**src/rtl/cla_seq_pkg.sv**
```systemverilog
// Shared constants for the sequential carry-lookahead adder:
// FSM state encoding, slice width and add/subtract op encoding.
package cla_seq_pkg;

  localparam int SLICE_W = 4;

  typedef enum logic [1:0] {
    ST_IDLE = 2'd0,
    ST_RUN  = 2'd1,
    ST_DONE = 2'd2
  } state_t;

  localparam logic OP_ADD = 1'b0;
  localparam logic OP_SUB = 1'b1;

endpackage

```
**src/rtl/cla_seq_adder_cla_unit.sv**
```systemverilog
// CLA_UNIT: 4-bit carry-lookahead slice.
// All four carries are formed directly from generate/propagate terms.
module CLA_UNIT (
  input  logic [3:0] a,
  input  logic [3:0] b,
  input  logic       c_in,
  output logic [3:0] s,
  output logic       c_out
);

  logic [3:0] g_s;
  logic [3:0] p_s;
  logic [4:0] c_s;

  assign g_s = a & b;
  assign p_s = a ^ b;

  assign c_s[0] = c_in;
  assign c_s[1] = g_s[0] | (p_s[0] & c_s[0]);
  assign c_s[2] = g_s[1] | (p_s[1] & g_s[0]) | (p_s[1] & p_s[0] & c_s[0]);
  assign c_s[3] = g_s[2] | (p_s[2] & g_s[1]) | (p_s[2] & p_s[1] & g_s[0])
                | (p_s[2] & p_s[1] & p_s[0] & c_s[0]);
  assign c_s[4] = g_s[3] | (p_s[3] & g_s[2]) | (p_s[3] & p_s[2] & g_s[1])
                | (p_s[3] & p_s[2] & p_s[1] & g_s[0])
                | (p_s[3] & p_s[2] & p_s[1] & p_s[0] & c_s[0]);

  assign s     = p_s ^ c_s[3:0];
  assign c_out = c_s[4];

endmodule

```
**src/rtl/cla_seq_adder.sv**
```systemverilog
// cla_seq_adder: WIDTH-bit add/subtract that reuses one 4-bit CLA slice
// over WIDTH/4 cycles, with a start/ready/done handshake.
// Optional macro CLA_SEQ_EARLY_EXIT_EN: finish early once the remaining
// operand bits can only produce a constant fill.
module cla_seq_adder
  import cla_seq_pkg::*;
#(
  parameter int WIDTH = 32
) (
  input  logic             clk,
  input  logic             rst,
  input  logic             start,
  input  logic             op_sub,
  input  logic [WIDTH-1:0] a,
  input  logic [WIDTH-1:0] b,
  output logic             ready,
  output logic             done,
  output logic [WIDTH-1:0] result,
  output logic             cout,
  output logic             zero,
  output logic             sign,
  output logic             ovf
);

  localparam int NSLICE = WIDTH / SLICE_W;
  localparam int CNT_W  = $clog2(NSLICE);
  localparam logic [CNT_W-1:0] LAST_CNT = CNT_W'(NSLICE - 1);

  state_t             state_r;
  logic [WIDTH-1:0]   a_sh_r;
  logic [WIDTH-1:0]   b_sh_r;
  logic               c_r;
  logic [CNT_W-1:0]   cnt_r;
  logic               op_sub_r;
  logic               a_msb_r;
  logic               beff_msb_r;
  logic [WIDTH-1:0]   result_r;
  logic               cout_r;
  logic               zero_r;
  logic               sign_r;
  logic               ovf_r;
  logic               ready_r;
  logic               done_r;

  logic [3:0]         slice_sum_s;
  logic               slice_c_s;
  logic [WIDTH-1:0]   res_next_s;
  logic [WIDTH-1:0]   a_next_s;
  logic [WIDTH-1:0]   b_next_s;
  logic [WIDTH-1:0]   final_s;
  logic               early_s;
  logic               exit_s;

  CLA_UNIT u_slice (
    .a     (a_sh_r[3:0]),
    .b     (b_sh_r[3:0]),
    .c_in  (c_r),
    .s     (slice_sum_s),
    .c_out (slice_c_s)
  );

  // New slice sum enters at the top; vacated B bits take the op's fill
  // value so the early-exit test can compare against a full-width constant.
  assign res_next_s = {slice_sum_s, result_r[WIDTH-1:SLICE_W]};
  assign a_next_s   = {4'b0000, a_sh_r[WIDTH-1:SLICE_W]};
  assign b_next_s   = {{SLICE_W{op_sub_r}}, b_sh_r[WIDTH-1:SLICE_W]};

`ifdef CLA_SEQ_EARLY_EXIT_EN
  logic [CNT_W-1:0]   rem_s;
  logic [CNT_W+1:0]   sh_s;

  // Detect a constant tail and align the partial result into its final place.
  always_comb begin
    rem_s   = LAST_CNT - cnt_r;
    sh_s    = {rem_s, 2'b00};
    early_s = (a_next_s == {WIDTH{1'b0}}) &&
              (b_next_s == {WIDTH{op_sub_r}}) && !slice_c_s;
    final_s = (res_next_s >> sh_s) |
              ({WIDTH{op_sub_r}} & ~({WIDTH{1'b1}} >> sh_s));
  end
`else
  // Fixed latency: the final result is simply the last shifted value.
  always_comb begin
    early_s = 1'b0;
    final_s = res_next_s;
  end
`endif

  assign exit_s = (cnt_r == LAST_CNT) || early_s;

  // Control FSM, operand/result shifters and registered flags.
  always_ff @(posedge clk) begin
    if (rst) begin
      state_r    <= ST_IDLE;
      a_sh_r     <= {WIDTH{1'b0}};
      b_sh_r     <= {WIDTH{1'b0}};
      c_r        <= 1'b0;
      cnt_r      <= {CNT_W{1'b0}};
      op_sub_r   <= 1'b0;
      a_msb_r    <= 1'b0;
      beff_msb_r <= 1'b0;
      result_r   <= {WIDTH{1'b0}};
      cout_r     <= 1'b0;
      zero_r     <= 1'b0;
      sign_r     <= 1'b0;
      ovf_r      <= 1'b0;
      ready_r    <= 1'b1;
      done_r     <= 1'b0;
    end else begin
      case (state_r)
        ST_IDLE: begin
          done_r <= 1'b0;
          if (start) begin
            a_sh_r     <= a;
            b_sh_r     <= (op_sub == OP_ADD) ? b : ~b;
            c_r        <= op_sub;
            cnt_r      <= {CNT_W{1'b0}};
            op_sub_r   <= op_sub;
            a_msb_r    <= a[WIDTH-1];
            beff_msb_r <= (op_sub == OP_ADD) ? b[WIDTH-1] : ~b[WIDTH-1];
            ready_r    <= 1'b0;
            state_r    <= ST_RUN;
          end else begin
            ready_r    <= 1'b1;
          end
        end
        ST_RUN: begin
          a_sh_r <= a_next_s;
          b_sh_r <= b_next_s;
          c_r    <= slice_c_s;
          cnt_r  <= cnt_r + {{(CNT_W-1){1'b0}}, 1'b1};
          if (exit_s) begin
            result_r <= final_s;
            cout_r   <= slice_c_s;
            zero_r   <= (final_s == {WIDTH{1'b0}});
            sign_r   <= final_s[WIDTH-1];
            ovf_r    <= (a_msb_r == beff_msb_r) && (final_s[WIDTH-1] != a_msb_r);
            done_r   <= 1'b1;
            state_r  <= ST_DONE;
          end else begin
            result_r <= res_next_s;
          end
        end
        ST_DONE: begin
          done_r  <= 1'b0;
          ready_r <= 1'b1;
          state_r <= ST_IDLE;
        end
        default: begin
          done_r  <= 1'b0;
          ready_r <= 1'b1;
          state_r <= ST_IDLE;
        end
      endcase
    end
  end

  assign ready  = ready_r;
  assign done   = done_r;
  assign result = result_r;
  assign cout   = cout_r;
  assign zero   = zero_r;
  assign sign   = sign_r;
  assign ovf    = ovf_r;

endmodule

```
**config.mk**
```make
export PLATFORM = sky130hd
export DESIGN_NAME = cla_seq_adder
export DESIGN_NICKNAME = d
export VERILOG_FILES = /design/src/rtl/cla_seq_pkg.sv /design/src/rtl/cla_seq_adder_cla_unit.sv /design/src/rtl/cla_seq_adder.sv
export SDC_FILE = /design/constraint.sdc
export NUM_CORES = 1
export LEC_CHECK = 0
export BUFFER_PORTS_ARGS = -buffer_cell sky130_fd_sc_hd__buf_2
export CAP_MARGIN = 40
export CORE_ASPECT_RATIO = 1.5
export CORE_MARGIN = 4
export CORE_UTILIZATION = 50
export CTS_CLUSTER_DIAMETER = 200
export CTS_CLUSTER_SIZE = 10
export DETAILED_ROUTE_END_ITERATION = 16
export GPL_ROUTABILITY_DRIVEN = 0
export PLACE_DENSITY = 0.74
export SETUP_SLACK_MARGIN = 0.05
export SLEW_MARGIN = 20
export SYNTH_ARGS = -nofsm -noshare
export SYNTH_HDL_FRONTEND = slang
export SYNTH_SLANG_ARGS = --single-unit
export TNS_END_PERCENT = 5
```
**constraint.sdc**
```tcl
create_clock -name clk -period 1.8 [get_ports clk]
set_input_delay 0.18 -clock clk [delete_from_list [all_inputs] [get_ports clk]]
set_output_delay 0.18 -clock clk [all_outputs]
set_load 0.05 [all_outputs]
```
==> results.py, run 1 <==
metrics = {
    "outcome": {
        "status": "completed",
    },
    "drt": {
        "first_pass_iters": 5,
        "drc": 0,
        "avgViaCountPerCell": 5.67,
        "antenna_left": 0,
        "wl_microns": 12800,
        "wl_per_cell_microns": 15.8,
        "drt_iter0_markers": 376,
        "vias": 4607,
    },
    "yosys": {
        "synth_most_common_cell": "dfxtp_1",
        "synth-main-ff-cell": "dfxtp_1",
        "synth_cells": 603,
        "yosysSeqAreaShare": 0.433,
        "synth_seq_cells": 111,
        "synth_common_cells": "dfxtp_1, nor2_1, nand2_1, a21oi_1",
        "synth.avg_cell_area_sq_um": 8.52,
        "yosysTopAreaCellShare": 0.433,
        "yosysTopAreaCell": "dfxtp_1",
        "syn-num-nets": 678,
        "yosysWarnings": 0,
        "synthTopCellsByArea": "dfxtp_1, a21oi_1, nor2_1",
        "synth_edf_count": 0,
        "synth.distinct_cells": 51,
        "async_flop_share": 0,
        "syn-cell-area_sq_um": 5140,
    },
    "floorplan": {
        "core_sq_um": 10100,
        "io_pins": 106,
        "dieWidth_microns": 90.8,
        "die_h_microns": 132,
        "initial_core_util": 0.510,
        "num_rows": 45,
        "die_area_sq_um": 12000,
    },
    "power": {
        "p_clk_frac": 0.340,
        "p_leak_nw": 2.61,
        "power.density_nw_per_um2": 939,
        "switching_share": 0.288,
        "comb_power_share": 0.184,
        "p_int_mw": 4.09,
        "power.net_switching_mw": 1.66,
        "ir_worst_vdd_mv": 0.532,
        "p_seq_frac": 0.477,
    },
    "sta": {
        "fmax_mhz": 584,
        "max_slew_margin": 0.680,
        "hold_ws_ns": 0.0311,
        "setup_ws_ns": 0.0867,
        "setup_viol": 0,
        "worst_pin_slew_ns": 0.480,
        "tns_ns": 0,
        "hold_viol": 0,
        "finalCriticalPeriod_ns": 1.71,
        "period_share": 0.952,
        "grt_setup_unrepaired": "yes",
        "maxSlewViolCount": 0,
        "skew_ns": 0.00644,
    },
    "final_layout": {
        "postLayoutCoreUtil": 0.608,
        "layout-drive-gt1-share": 0.269,
        "antennaDiodeCount": 0,
        "final_net_count": 766,
        "area_growth_pct": 19.2,
    },
    "global_route": {
        "first_global_vias": 4215,
        "grt.total_usage": 0.208,
        "antenna_found_initial": 0,
        "grt_start_max_net_pins": 52,
        "grt_pass1_wl_microns": 20700,
        "overflow": 0,
    },
    "clock_network": {
        "cts_root_buffer": "clkbuf_16",
        "cts_buffer_depth": 2,
        "postCtsHoldBufs": 0,
        "cts_sinks": 111,
        "clk_pin_slew_ns": 0.07,
        "cts_tree": "done",
        "cts_buffers": 9,
        "htreeDepth": 3,
        "clock_latency_ns": 0.35,
    },
    "placed_design": {
        "dp_slack_ns": 0.00274,
        "place_hpwl_microns": 8790,
        "numPortBuffers": 105,
    },
    "worst_setup_path": {
        "cp_max_fo": 2,
        "path_class": "register to register",
        "cp.required_ns": 2.10,
        "cp-end-kind": "register",
        "startpoint_type": "register",
        "worstPathArrival_ns": 2.01,
    },
    "flow_run": {
        "cap_violations": 0,
    },
    "worst_hold_path": {
        "hold_path.class": "input port to register",
    },
}
[power by group through the flow]
stage	registers (mW)	logic, mW	clock network [mW]
after CTS	2.74	1.03	1.99
after global routing	2.76	1.16	2.08
after detailed placement	2.79	1.02	0
final	2.74	1.06	1.95
after floorplan	2.81	0.700	0
after global placement	2.79	0.992	0
[placed cells by master (no fill, tap or decap), types with 2 or more instances in the layout]
cell type,Yosys,routed
buf_2,31,104
a22oi_1,7,7
a211oi_1,4,3
nand4_1,5,5
nand2_1,81,81
o22ai_1,2,2
inv_6,0,2
a21oi_1,78,78
o211ai_1,3,3
nor2b_1,11,10
buf_12,0,4
clkbuf_16,0,9
mux2i_1,2,2
nand3_1,2,2
clkbuf_8,0,2
a21o_1,2,2
a222oi_1,25,25
o21ai_0,2,2
a22o_1,6,6
nor4_1,6,6
a31o_1,2,2
dfxtp_2,0,2
xnor2_1,2,2
dfxtp_1,111,109
nor2_4,2,3
xor2_1,31,31
ha_1,6,5
clkinv_4,0,2
buf_4,6,21
o221a_2,13,13
a2111oi_2,10,10
inv_1,19,18
nor2_1,95,95
[final timing paths]
path / startpoint / endpoint / slack [ns] / cells past startpoint
min: a[1] / a_sh_r[1]$_SDFFE_PP0P_ / 0.03 / 3
min reg2reg: b_sh_r[22]$_SDFFE_PP0P_ / b_sh_r[18]$_SDFFE_PP0P_ / 0.45 / 2
max: c_r$_SDFFE_PP0P_ / zero$_SDFFE_PP0P_ / 0.09 / 6
max reg2reg: c_r$_SDFFE_PP0P_ / zero$_SDFFE_PP0P_ / 0.09 / 6
[what timing repair did]
action / 4_1_cts / 5_1_grt
pin swaps: 0 / 5
setup buffers: 0 / 3
gates resized for setup: 2 / 7
setup endpoints to repair: 1 / 3
[flip-flops by register name, indices dropped and copies added (netlist names)]
signal / count
a_msb_r: 1
a_sh_r: 32
b_sh_r: 32
beff_msb_r: 1
c_r: 1
cnt_r: 3
cout: 1
done: 1
op_sub_r: 1
ovf: 1
ready: 1
result: 32
sign: 1
state_r: 2
zero: 1
[per-stage QoR]
stage          cell area [sq um]  std cells  power [mW]
6_report                    6120        813        5.75
4_1_cts                     6070        810        5.76
5_1_grt                     6120        813        6.01
2_1_floorplan               5140        603        3.51
3_5_place_dp                5760        794        3.81
3_3_place_gp                5760        794        3.78
[cell families after synthesis]
group / synth area share
buffers and inverters: 0.0667
adders and majority gates: 0.0185
and+or+nand+nor: 0.181
xor gates and xnor gates: 0.0563
muxes: 0.00390
AOI/OAI and AO/OA: 0.241
DFF: 0.433
[area by class of cell]
| type | instances | area, sq um |
|---|---|---|
| clock inverter | 5 | 40.0 |
| fill | 903 | 3950 |
| multi-input combinational | 421 | 2630 |
| inverter | 19 | 71.3 |
| timing repair buffer | 129 | 758 |
| sequential | 111 | 2220 |
| clock buffer | 11 | 253 |
| tap | 117 | 146 |
[routing by layer]
layer / track usage / vias up / share of wire
li1: - / 2293 / -
met5: 0 / - / 0
met2: 0.341 / 128 / 0.49
met3: 0.0388 / 19 / 0.052
met1: 0.271 / 2167 / 0.44
met4: 0.0784 / 0 / 0.020
[worst max-delay path: stages (launching register included)]
cell and delay [ns]:
dfxtp_2 0.34, inv_1 0.06, fa_1 0.56, nor4b_4 0.21, nand4_1 0.16, a211oi_2 0.18, a31o_1 0.15
Note: power is estimated with default switching activity, not from simulation.
==> inputs of run 2 (changes only) <==
==> constraint.sdc (replaced) <==
create_clock -name clk -period 1.8 [get_ports clk]
set_input_delay 0.09 -clock clk [delete_from_list [all_inputs] [get_ports clk]]
set_output_delay 0.09 -clock clk [all_outputs]
set_load 0.05 [all_outputs]
==> results.py, run 2 (synthesized netlist as in run 1, its figures left out) <==
metrics = {
    "power": {
        "p_seq_frac": 0.477,
        "ir_worst_vdd_mv": 0.533,
        "power.net_switching_mw": 1.59,
        "p_int_mw": 4.17,
        "comb_power_share": 0.181,
        "total_power_mw": 5.76,
        "p_clk_frac": 0.342,
        "p_leak_nw": 2.61,
        "power.density_nw_per_um2": 938,
        "switching_share": 0.276,
    },
    "floorplan": {
        "initial_core_util": 0.510,
        "io_pins": 106,
        "die_h_microns": 132,
        "num_rows": 45,
        "core_sq_um": 10100,
        "die_area_sq_um": 12000,
        "dieWidth_microns": 90.8,
    },
    "drt": {
        "antenna_left": 0,
        "wl_per_cell_microns": 15.9,
        "drt_iter0_markers": 306,
        "avgViaCountPerCell": 5.77,
        "first_pass_iters": 7,
        "vias": 4700,
        "wl_microns": 13000,
        "drc": 0,
    },
    "sta": {
        "max_slew_margin": 0.609,
        "tns_ns": 0,
        "fmax_mhz": 566,
        "skew_ns": 0.00638,
        "finalCriticalPeriod_ns": 1.77,
        "maxSlewViolCount": 0,
        "grt_setup_unrepaired": "yes",
        "worst_pin_slew_ns": 0.586,
        "hold_viol": 0,
        "period_share": 0.981,
        "hold_ws_ns": 0.0404,
        "setup_viol": 0,
    },
    "worst_setup_path": {
        "slowest_stage": "fa_1",
        "critical_path.top_delay_family": "adder cells",
        "startpoint_type": "register",
        "worst-path-buf-inv": 1,
        "cp_max_fo": 2,
        "cp.required_ns": 2.10,
        "worstPathArrival_ns": 2.06,
        "slowest_delay_ns": 0.57,
        "crit_chain": "inv_2 -> fa_1 -> nor4b_4 -> nand4_1 -> a211oi_2 -> a31o_1",
        "cp-end-kind": "register",
        "path_class": "register to register",
    },
    "placed_design": {
        "numPortBuffers": 105,
        "place_inst": 793,
        "place_hpwl_microns": 8880,
    },
    "flow_run": {
        "cap_violations": 0,
    },
    "outcome": {
        "status": "completed",
    },
    "worst_hold_path": {
        "hold_path.class": "input port to register",
    },
    "global_route": {
        "first_global_vias": 4499,
        "grt_pass1_wl_microns": 21100,
        "antenna_found_initial": 0,
        "met3_usage": 0.0411,
        "top_usage_layer": "met2",
        "grt.total_usage": 0.212,
        "grt_use_met2": 0.359,
        "overflow": 0,
        "grtUsageMet1": 0.259,
        "grt_start_max_net_pins": 54,
    },
    "clock_network": {
        "clock_latency_ns": 0.35,
        "cts_tree": "done",
        "cts_root_buffer": "clkbuf_16",
        "cts_buffer_depth": 2,
        "cts_buffers": 9,
        "htreeDepth": 3,
        "clk_pin_slew_ns": 0.07,
        "cts_sinks": 111,
        "post-cts-setup-buffer-count": 0,
    },
    "final_layout": {
        "final_net_count": 769,
        "antennaDiodeCount": 0,
        "layout_common_cells": "dfxtp_1, buf_2, nor2_1",
        "final_common_cell": "dfxtp_1",
        "area_growth_pct": 19.5,
        "layout-drive-gt1-share": 0.258,
        "fin_cells": 815,
    },
}
==> run 2: changes by cell type in the layout (fill, tap and decap cells not counted), moves of 2 or more <==
cell	delta
dlygate4sd3_1	+7
buf_4	-4
clkbuf_1	+2
inv_6	-2
==> run 2: area by class of cell <==
class	count	area, sq um
fillers	921	3940
multi-input cells	421	2610
flip-flops and latches	111	2220
repair buffers	132	798
clock buffers	12	246
well taps	117	146
inverters	19	71.3
clock inverters	3	43.8
==> run 2: worst paths after layout <==
path	start	endpoint	slack, ns	cells after the start
worst max-delay path	c_r$_SDFFE_PP0P_	zero$_SDFFE_PP0P_	0.03	6
worst min register to register	result[2]$_SDFFE_PP0P_	result[2]$_SDFFE_PP0P_	0.45	2
worst min-delay path	a[22]	a_sh_r[22]$_SDFFE_PP0P_	0.04	3
worst max register to register	c_r$_SDFFE_PP0P_	zero$_SDFFE_PP0P_	0.03	6
==> run 2: worst reg2reg max path: stages (launching register included) <==
cell	delay (ns)
dfxtp_2	0.34
inv_2	0.04
fa_1	0.57
nor4b_4	0.20
nand4_1	0.18
a211oi_2	0.24
a31o_1	0.15
==> run 2: metal layers <==
layer / part of all wire / vias up
met5: 0 / -
met4: 0.032 / 0
met3: 0.058 / 36
met2: 0.50 / 145
met1: 0.41 / 2220
li1: - / 2299
==> run 2: power groups by stage <==
stage	clock (mW)	combinational, mW	sequential (mW)
2_1_floorplan	0	0.700	2.81
3_3_place_gp	0	0.987	2.79
3_5_place_dp	0	1.01	2.80
4_1_cts	2.01	1.04	2.74
5_1_grt	2.08	1.14	2.77
6_report	1.97	1.04	2.75
==> run 2: through the flow <==
step	setup WS [ns]	area (sq um)	utilization
detailed placement	-0.0212	5750	0.571
CTS	0.0535	6130	0.608
global placement	0.0493	5750	0.571
global route	-0.0189	6140	0.609
finish	0.0341	6140	0.609
floorplan	0.127	5140	-
==> run 2: repair_timing <==
| action | 4_1_cts | 5_1_grt |
|---|---|---|
| gates resized for setup | 2 | 5 |
| hold buffers | 7 | 0 |
| endpoints found under the setup margin | 1 | 4 |
| endpoints found under the hold margin | 7 | 0 |
| pin swaps | 1 | 5 |
==> inputs of run 3 (changes only) <==
--- a/config.mk
+++ b/config.mk
@@ -5,16 +5,16 @@
 export SDC_FILE = /design/constraint.sdc
 export NUM_CORES = 1
 export LEC_CHECK = 0
-export BUFFER_PORTS_ARGS = -buffer_cell sky130_fd_sc_hd__buf_2
+export BUFFER_PORTS_ARGS = -buffer_cell sky130_fd_sc_hd__buf_4
 export CAP_MARGIN = 40
 export CORE_ASPECT_RATIO = 1.5
 export CORE_MARGIN = 4
-export CORE_UTILIZATION = 50
+export CORE_UTILIZATION = 55
 export CTS_CLUSTER_DIAMETER = 200
 export CTS_CLUSTER_SIZE = 10
 export DETAILED_ROUTE_END_ITERATION = 16
 export GPL_ROUTABILITY_DRIVEN = 0
-export PLACE_DENSITY = 0.74
+export PLACE_DENSITY = 0.8
 export SETUP_SLACK_MARGIN = 0.05
 export SLEW_MARGIN = 20
 export SYNTH_ARGS = -nofsm -noshare
==> results.py, run 3 (synthesized netlist as in run 1, its figures left out) <==
metrics = {
    "outcome": {
        "status": "completed",
    },
    "floorplan": {
        "dieWidth_microns": 86.9,
        "core_sq_um": 8990,
        "die_area_sq_um": 11000,
        "io_pins": 106,
        "num_rows": 42,
        "initial_core_util": 0.572,
        "die_h_microns": 126,
    },
    "final_layout": {
        "layout-drive-gt1-share": 0.266,
        "final_common_cell": "buf_4",
        "area_growth_pct": 24.7,
        "final_net_count": 773,
        "nFillCells": 710,
        "antennaDiodeCount": 0,
        "layout_common_cells": "buf_4, dfxtp_1, nor2_1",
        "postLayoutCoreUtil": 0.713,
    },
    "flow_run": {
        "cap_violations": 0,
    },
    "power": {
        "p_int_mw": 4.05,
        "comb_power_share": 0.195,
        "power.net_switching_mw": 1.63,
        "ir_worst_vdd_mv": 0.647,
        "p_clk_frac": 0.323,
        "p_seq_frac": 0.483,
        "p_leak_nw": 2.67,
        "switching_share": 0.287,
        "power.density_nw_per_um2": 888,
    },
    "sta": {
        "finalCriticalPeriod_ns": 1.74,
        "grt_setup_unrepaired": "yes",
        "setup_viol": 0,
        "hold_ws_ns": 0.0485,
        "period_share": 0.968,
        "fmax_mhz": 574,
        "hold_viol": 0,
        "max_slew_margin": 0.594,
        "maxSlewViolCount": 0,
        "worst_pin_slew_ns": 0.609,
        "skew_ns": 0.00556,
    },
    "worst_setup_path": {
        "startpoint_type": "register",
        "slowest_delay_ns": 0.58,
        "path_class": "register to register",
        "cp-end-kind": "register",
        "cp_max_fo": 3,
        "cp.required_ns": 2.10,
        "worstPathArrival_ns": 2.04,
        "slowest_stage": "fa_1",
        "crit_chain": "inv_2 -> fa_1 -> nor4b_4 -> nand4_1 -> a211oi_2 -> a31o_1",
    },
    "placed_design": {
        "place_hpwl_microns": 8820,
        "numPortBuffers": 105,
    },
    "global_route": {
        "grt_start_max_net_pins": 55,
        "grt.total_usage": 0.233,
        "antenna_found_initial": 0,
        "first_global_vias": 4314,
        "grt_pass1_wl_microns": 20800,
        "overflow": 0,
    },
    "drt": {
        "drc": 0,
        "first_pass_iters": 7,
        "wl_microns": 12900,
        "avgViaCountPerCell": 5.77,
        "vias": 4695,
        "drt_iter0_markers": 315,
        "antenna_left": 0,
        "wl_per_cell_microns": 15.9,
    },
    "clock_network": {
        "cts_root_buffer": "clkbuf_16",
        "cts_sinks": 111,
        "clock_latency_ns": 0.35,
        "htreeDepth": 3,
        "cts_tree": "done",
        "clk_pin_slew_ns": 0.07,
        "cts_buffer_depth": 2,
        "cts_buffers": 9,
    },
    "worst_hold_path": {
        "hold_path.class": "input port to register",
    },
}
-- run 3: timing repair --
action                                  4_1_cts  5_1_grt
endpoints found under the hold margin         7        0
pin swaps                                     2        5
gates resized for setup                       4        5
hold buffers                                  7        0
endpoints found under the setup margin        2        7
buffers inserted                              0        5
-- run 3: path summary, 6_finish.rpt --
| check | startpoint | endpoint | slack [ns] | cells past startpoint |
|---|---|---|---|---|
| setup reg to reg | b_sh_r[0]$_SDFFE_PP0P_ | zero$_SDFFE_PP0P_ | 0.06 | 6 |
| hold reg to reg | b_sh_r[25]$_SDFFE_PP0P_ | b_sh_r[21]$_SDFFE_PP0P_ | 0.45 | 2 |
| setup / recovery | b_sh_r[0]$_SDFFE_PP0P_ | zero$_SDFFE_PP0P_ | 0.06 | 6 |
| hold / removal | a[23] | a_sh_r[23]$_SDFFE_PP0P_ | 0.05 | 3 |
-- run 3: metrics by stage --
step	area [sq um]	setup TNS, ns	power, mW	worst slack (ns)	std cells
after floorplan	5140	0	3.51	0.127	603
after global placement	5990	0	3.81	0.0706	785
after detailed placement	5990	-0.0451	3.85	-0.0451	785
after CTS	6340	0	5.67	0.0337	808
after global routing	6400	-0.0224	5.92	-0.0224	813
final	6400	0	5.69	0.0580	813
-- run 3: routing by layer --
layer | vias up | part of all wire | track usage
li1 | 2305 | - | -
met1 | 2191 | 0.40 | 0.294
met2 | 168 | 0.51 | 0.386
met3 | 31 | 0.060 | 0.0318
met4 | 0 | 0.027 | 0.111
met5 | - | 0 | 0
-- run 3: area by class of cell --
| cell class | instances | area (sq um) | share of cell area |
|---|---|---|---|
| multi-input cells | 421 | 2630 | 0.411 |
| flip-flops and latches | 111 | 2220 | 0.347 |
| repair buffers | 136 | 1080 | 0.168 |
| clock buffers | 10 | 229 | 0.0357 |
| well taps | 110 | 138 | 0.0215 |
| inverters | 19 | 71.3 | 0.0111 |
| clock inverters | 6 | 36.3 | 0.00567 |
-- run 3: power by group through the flow --
stage                     combinational [mW]  sequential [mW]  clock (mW)
final                                   1.11             2.75        1.83
after global routing                    1.22             2.76        1.94
after CTS                               1.08             2.74        1.85
after detailed placement                1.05             2.80           0
after global placement                  1.02             2.79           0
after floorplan                        0.700             2.81           0
-- run 3: critical path: cells and delay by family, from the launching register on --
kind                     cells  cell delay (ns)
buffers and inverters        1             0.04
AO/OA/AOI/OAI                2             0.36
AND/OR/NAND/NOR              2             0.35
flip-flops                   1             0.36
adder cells (fa/ha/maj)      1             0.58
